===== src/rtl/seg_pattern_capture_if.sv =====
// Display-drive monitor bus: segment/select drive in, decoded digits out.
// SEG_CAPTURE_DP_EN adds the decimal-point input and per-digit dp output.
interface seg_pattern_capture_if #(
  parameter int NUM_DIGITS = 4
);
  logic [6:0]              seg_n;
  logic [NUM_DIGITS-1:0]   dig_sel;
  logic [4*NUM_DIGITS-1:0] value;
  logic [NUM_DIGITS-1:0]   digit_valid;
  logic                    upd_valid;
  logic [2:0]              upd_idx;
  logic                    err;
`ifdef SEG_CAPTURE_DP_EN
  logic                    seg_dp_n;
  logic [NUM_DIGITS-1:0]   dp;

  modport master (
    output seg_n, dig_sel, seg_dp_n,
    input  value, digit_valid, upd_valid,
    input  upd_idx, err, dp
  );
  modport slave (
    input  seg_n, dig_sel, seg_dp_n,
    output value, digit_valid, upd_valid,
    output upd_idx, err, dp
  );
`else
  modport master (
    output seg_n, dig_sel,
    input  value, digit_valid, upd_valid,
    input  upd_idx, err
  );
  modport slave (
    input  seg_n, dig_sel,
    output value, digit_valid, upd_valid,
    output upd_idx, err
  );
`endif
endinterface


===== src/rtl/seg_pattern_capture.sv =====
// Debounces a multiplexed active-low 7-seg drive and decodes each digit.
// SEG_CAPTURE_DP_EN: also samples the decimal point and reports it per digit.
module seg_pattern_capture #(
  parameter int NUM_DIGITS    = 4,
  parameter int STABLE_CYCLES = 8
) (
  input logic                  Clock,
  input logic                  Resetn,
  seg_pattern_capture_if.slave bus
);

`ifdef SEG_CAPTURE_DP_EN
  localparam int DPW = 1;
`else
  localparam int DPW = 0;
`endif
  localparam int SW = DPW + 7 + NUM_DIGITS;

  localparam logic [SW-1:0] SMP_RST =
    {{(DPW + 7){1'b1}}, {NUM_DIGITS{1'b0}}};
  localparam logic [7:0] CNT_MAX = 8'(STABLE_CYCLES);
  localparam logic [7:0] CNT_CAP = 8'(STABLE_CYCLES - 1);

  logic [SW-1:0]           cur;
  logic [SW-1:0]           smp_d, smp_q;
  logic [7:0]              cnt_d, cnt_q;
  logic [4*NUM_DIGITS-1:0] value_d, value_q;
  logic [NUM_DIGITS-1:0]   digit_valid_d, digit_valid_q;
  logic                    upd_valid_d, upd_valid_q;
  logic [2:0]              upd_idx_d, upd_idx_q;
  logic                    err_d, err_q;

  logic [6:0]              smp_seg;
  logic [NUM_DIGITS-1:0]   smp_sel;
  logic                    same;
  logic                    onehot;
  logic                    cap;
  logic                    blank;
  logic [4:0]              glyph;
  int                      idx;

`ifdef SEG_CAPTURE_DP_EN
  logic [NUM_DIGITS-1:0]   dp_d, dp_q;
  assign cur = {bus.seg_dp_n, bus.seg_n, bus.dig_sel};
`else
  assign cur = {bus.seg_n, bus.dig_sel};
`endif

  assign smp_seg = smp_q[NUM_DIGITS +: 7];
  assign smp_sel = smp_q[NUM_DIGITS-1:0];

  // {legal, hex} for one active-low glyph
  function automatic logic [4:0] dec(input logic [6:0] s);
    case (s)
      7'h40:   dec = {1'b1, 4'h0};
      7'h79:   dec = {1'b1, 4'h1};
      7'h24:   dec = {1'b1, 4'h2};
      7'h30:   dec = {1'b1, 4'h3};
      7'h19:   dec = {1'b1, 4'h4};
      7'h12:   dec = {1'b1, 4'h5};
      7'h02:   dec = {1'b1, 4'h6};
      7'h78:   dec = {1'b1, 4'h7};
      7'h00:   dec = {1'b1, 4'h8};
      7'h10:   dec = {1'b1, 4'h9};
      7'h08:   dec = {1'b1, 4'hA};
      7'h03:   dec = {1'b1, 4'hB};
      7'h46:   dec = {1'b1, 4'hC};
      7'h21:   dec = {1'b1, 4'hD};
      7'h06:   dec = {1'b1, 4'hE};
      7'h0E:   dec = {1'b1, 4'hF};
      default: dec = 5'h00;
    endcase
  endfunction

  // stability tracking and capture qualification
  always_comb begin
    smp_d  = cur;
    same   = (cur == smp_q);
    onehot = (smp_sel != '0) &&
             ((smp_sel & (smp_sel - NUM_DIGITS'(1))) == '0);
    if (!same)
      cnt_d = '0;
    else if (cnt_q >= CNT_MAX)
      cnt_d = cnt_q;
    else
      cnt_d = cnt_q + 8'd1;
    cap = same && (cnt_q == CNT_CAP) && onehot;
    idx = 0;
    for (int i = 0; i < NUM_DIGITS; i++)
      if (smp_sel[i]) idx = i;
    glyph = dec(smp_seg);
    blank = (smp_seg == 7'h7F);
  end

  // per-digit result update on a capture
  always_comb begin
    value_d       = value_q;
    digit_valid_d = digit_valid_q;
    upd_valid_d   = 1'b0;
    upd_idx_d     = upd_idx_q;
    err_d         = 1'b0;
    if (cap) begin
      if (blank) begin
        digit_valid_d[idx] = 1'b0;
      end else if (glyph[4]) begin
        value_d[4*idx +: 4] = glyph[3:0];
        digit_valid_d[idx]  = 1'b1;
        upd_valid_d         = 1'b1;
        upd_idx_d           = 3'(idx);
      end else begin
        digit_valid_d[idx] = 1'b0;
        err_d              = 1'b1;
        upd_idx_d          = 3'(idx);
      end
    end
  end

  // state registers, synchronous active-low reset
  always_ff @(posedge Clock) begin
    if (!Resetn) begin
      smp_q         <= SMP_RST;
      cnt_q         <= '0;
      value_q       <= '0;
      digit_valid_q <= '0;
      upd_valid_q   <= 1'b0;
      upd_idx_q     <= '0;
      err_q         <= 1'b0;
    end else begin
      smp_q         <= smp_d;
      cnt_q         <= cnt_d;
      value_q       <= value_d;
      digit_valid_q <= digit_valid_d;
      upd_valid_q   <= upd_valid_d;
      upd_idx_q     <= upd_idx_d;
      err_q         <= err_d;
    end
  end

`ifdef SEG_CAPTURE_DP_EN
  // decimal point follows every capture, blank and illegal included
  always_comb begin
    dp_d = dp_q;
    if (cap) dp_d[idx] = ~smp_q[SW-1];
  end

  // decimal point register
  always_ff @(posedge Clock) begin
    if (!Resetn) dp_q <= '0;
    else         dp_q <= dp_d;
  end

  assign bus.dp = dp_q;
`endif

  assign bus.value       = value_q;
  assign bus.digit_valid = digit_valid_q;
  assign bus.upd_valid   = upd_valid_q;
  assign bus.upd_idx     = upd_idx_q;
  assign bus.err         = err_q;

endmodule


===== src/flat_wrapper.sv =====
// flat-port wrapper written by rule: the top's interface ports become plain ports
module seg_pattern_capture_flat 
#(
  parameter int NUM_DIGITS    = 4,
  parameter int STABLE_CYCLES = 8
)
  (Clock, Resetn, bus_seg_n, bus_dig_sel, bus_value, bus_digit_valid, bus_upd_valid, bus_upd_idx, bus_err);
  seg_pattern_capture_if #(.NUM_DIGITS(NUM_DIGITS)) bus_i ();
  input logic Clock;
  input logic Resetn;
  input wire logic [$bits(bus_i.seg_n)-1:0] bus_seg_n;
  input wire logic [$bits(bus_i.dig_sel)-1:0] bus_dig_sel;
  output wire logic [$bits(bus_i.value)-1:0] bus_value;
  output wire logic [$bits(bus_i.digit_valid)-1:0] bus_digit_valid;
  output wire logic [$bits(bus_i.upd_valid)-1:0] bus_upd_valid;
  output wire logic [$bits(bus_i.upd_idx)-1:0] bus_upd_idx;
  output wire logic [$bits(bus_i.err)-1:0] bus_err;
  assign bus_i.seg_n = bus_seg_n;
  assign bus_i.dig_sel = bus_dig_sel;
  assign bus_value = bus_i.value;
  assign bus_digit_valid = bus_i.digit_valid;
  assign bus_upd_valid = bus_i.upd_valid;
  assign bus_upd_idx = bus_i.upd_idx;
  assign bus_err = bus_i.err;
  seg_pattern_capture #(.NUM_DIGITS(NUM_DIGITS), .STABLE_CYCLES(STABLE_CYCLES)) u_core (.Clock(Clock), .Resetn(Resetn), .bus(bus_i));
endmodule

===== config.mk =====
export PLATFORM = sky130hd
export DESIGN_NAME = seg_pattern_capture_flat
export DESIGN_NICKNAME = d
export VERILOG_FILES = /design/src/rtl/seg_pattern_capture_if.sv /design/src/rtl/seg_pattern_capture.sv /design/src/flat_wrapper.sv
export SDC_FILE = /design/constraint.sdc
export NUM_CORES = 1
export LEC_CHECK = 0
export ABC_CLOCK_PERIOD_IN_PS = 2800
export BUFFER_PORTS_ARGS = -buffer_cell sky130_fd_sc_hd__buf_2
export CAP_MARGIN = 20
export CORE_MARGIN = 1.5
export CORE_UTILIZATION = 35
export CTS_BUF_LIST = sky130_fd_sc_hd__clkbuf_8
export CTS_CLUSTER_DIAMETER = 100
export DETAILED_ROUTE_END_ITERATION = 8
export SETUP_SLACK_MARGIN = 0.5
export SKIP_LAST_GASP = 1
export SYNTH_ARGS = -nofsm -noshare
export SYNTH_HDL_FRONTEND = slang
export SYNTH_SLANG_ARGS = --single-unit

===== constraint.sdc =====
create_clock -name Clock -period 2.8 [get_ports Clock]
set_input_delay 0.14 -clock Clock [delete_from_list [all_inputs] [get_ports Clock]]
set_output_delay 0.14 -clock Clock [all_outputs]
set_load 0.05 [all_outputs]

==> flow_metrics.tcl <==
set metrics [dict create \
    post-route-period-util_pct 77.8 \
    power_density_nw_per_um2 445 \
    synth_ff_type "dfxtp_1" \
    die_w_um 82.6 \
    tightest_slew_ps 542 \
    min-delay-start "bus_seg_n[6]" \
    slew_headroom_pct 63.5 \
    row_count 28 \
    wl_per_cell_um 14.1 \
    ant_nets 0 \
    async_flop_share_pct 0 \
    yosys_register_bits 43 \
    place_hpwl_mm 3.60 \
    initial_core_util_pct 36.8 \
    final_hold_viol_count 0 \
    fmax_mhz 459 \
    fin_nets 285 \
    cts_root_buffer "clkbuf_8" \
    core_area_um2 6030 \
    vias 1761 \
    status "finished, final reports clean" \
    syn_area_per_cell_um2 9.41 \
    cts_made_buffers 5 \
    multi_input_area_um2 1250 \
    whs_ps 43.6 \
    period_minus_slack_ps 2180 \
    yosys-top-cells-area "dfxtp_1 39%, mux2i_1 8.6%, xnor2_1 5.5%, nand2_1 4.6%, o2111ai_4 3.6%" \
    clock_latency_ps 300 \
    irDropWorstVdd_uv 279 \
    grt_usage_pct 15.0 \
    die_area_um2 6830 \
    crit_path_end_kind "flip-flop" \
    yosysSeqAreaShare_pct 38.8 \
    cp-start-kind "flip-flop" \
    gp_congestion 0.759 \
    die_h_um 82.6 \
    finalSetupViolations 0 \
    hp-class "primary input to flip-flop" \
    ioPinCount 38 \
    synth_top_area_cell "dfxtp_1" \
    cp-startpoint "u_core.smp_q[9]$_SDFF_PN1_" \
    clock_sinks 43 \
    yosysMostFrequentCell "dfxtp_1" \
    timing.rr.start "u_core.smp_q[9]$_SDFF_PN1_" \
    grt_max_degree 31 \
    antennaDiodeCount 0 \
    drv_slew 0 \
    power.leakage_uw 0.00110 \
    grt_overflow_total 0 \
    final_area_um2 2550 \
    clk_pin_slew_worst_paths_ps 80 \
    h-tree-depth 2 \
    cts_tree "yes" \
    drive_above_1_share_pct 24.7 \
    post-route-drc-count 0 \
    grt_pass1_wl_mm 7.69 \
    synth_area_um2 2220 \
    crit_fanout 13 \
    drtIter0Drc 40 \
    worstPathArrival_ps 2350 \
    seq_area_um2 866 \
    fillers 626 \
    grt_pass1_vias 1582 \
    syn-num-nets 251 \
    place_area_um2 2450 \
    antenna_found_initial 0 \
    area_growth_pct 14.8 \
    synth-edff-count 0 \
    rsz0062_at_grt "no" \
    cap_viol_max_count 0 \
    firstDrtPassIters 4 \
    synth_cells 236 \
    finalSetupTns_ps 0 \
    path_class "flip-flop to flip-flop" \
    synth.top_cells.by_count "43 x dfxtp_1, 27 x nand2_1, 19 x mux2i_1" \
    yosysWarningCount 0 \
    wl_mm 4.87 \
    synth_cell_types 48 \
    critPathRequiredTime_ps 2980 \
    clock_skew_ps 4.90 \
    yosysTopAreaCellShare_pct 38.8 \
    ctsHoldBuffers 0 \
    via_per_inst 5.09 \
    clk_path_buf_depth 2 \
    port_buffers 36 \
]
## area by class of cell
class / instances / share of cell area [%]
Sequential cell: 43 / 34.0
Clock inverter: 3 / 0.639
Clock buffer: 5 / 2.70
Timing Repair Buffer: 42 / 8.84
Tap cell: 75 / 3.68
Inverter: 6 / 0.884
Multi-Input combinational cell: 172 / 49.3
## what timing repair did
| action | CTS | global route |
|---|---|---|
| pin swaps | 1 | 1 |
| gates resized for setup | 1 | 4 |
| setup buffers | 1 | 0 |
| setup endpoints to repair | 19 | 21 |
## power by group
group	leakage [uW]	switching, uW	internal [uW]
logic	0.000710	64.5	43.3
clock network	0.0000453	216	171
registers	0.000348	19.8	620
## cell families (layout without fill, tap and decap cells)
| group | Yosys count | after routing | synth area share [%] |
|---|---|---|---|
| buf+inv | 21 | 56 | 4.74 |
| simple gates | 98 | 98 | 26.9 |
| mux | 19 | 19 | 8.57 |
| flops | 43 | 43 | 38.8 |
| compound gates | 36 | 36 | 13.4 |
| fa+ha+maj | 2 | 2 | 1.13 |
| xor+xnor | 16 | 16 | 6.31 |
| other cells | 1 | 1 | 0.169 |
## worst paths after layout
check                           slack (ps)                                 to  depth (start not counted)
worst max-delay path                   620  u_core.bus.value[14]$_SDFFE_PN0P_                          5
worst min-delay path                    40        u_core.smp_q[10]$_SDFF_PN1_                          2
worst max register to register         620  u_core.bus.value[14]$_SDFFE_PN0P_                          5
worst min register to register         460   u_core.bus.value[6]$_SDFFE_PN0P_                          2
## registers in the layout, indices dropped and copies added (netlist names), named ones only
name / flops
u_core.smp_q: 11
u_core.cnt_q: 8
u_core.bus.upd_idx: 2
u_core.bus.upd_valid: 1
u_core.bus.value: 16
u_core.bus.err: 1
## critical path, cell delays in order (launching register included)
cell and delay, ps:
dfxtp_2 400, or4bb_1 580, o32ai_1 340, a211o_2 310, o2111ai_1 240, mux2i_1 180
## layer usage
| metal | wire length [um] | global-route usage (%) | up-vias | part of all wire (%) |
|---|---|---|---|---|
| li1 | - | - | 905 | - |
| met1 | 2410 | 20.0 | 815 | 49 |
| met2 | 2200 | 23.6 | 34 | 45 |
| met3 | 180 | 2.97 | 7 | 3.7 |
| met4 | 79 | 6.50 | 0 | 1.6 |
| met5 | 0 | 0 | - | 0 |
## through the flow
step | util, % | total power (uW) | instances | worst slack (ps)
finish | 42.3 | 1130 | 346 | 622
global route | 42.3 | 1180 | 346 | 528
CTS | 42.2 | 1150 | 346 | 548
detailed placement | 40.6 | 761 | 337 | 406
global placement | 40.6 | 761 | 337 | 454
floorplan | - | 732 | 236 | 822
## placed cells by master (no fill, tap or decap), types with 7 or more instances in the layout
cell and n:
nand2b_1 8, dfxtp_1 39, mux2i_1 19, buf_2 36
o21ai_0 13, xnor2_1 14, inv_1 7, nand2_1 27
nor2_1 11
No activity file was read; power rests on OpenSTA's default activity.
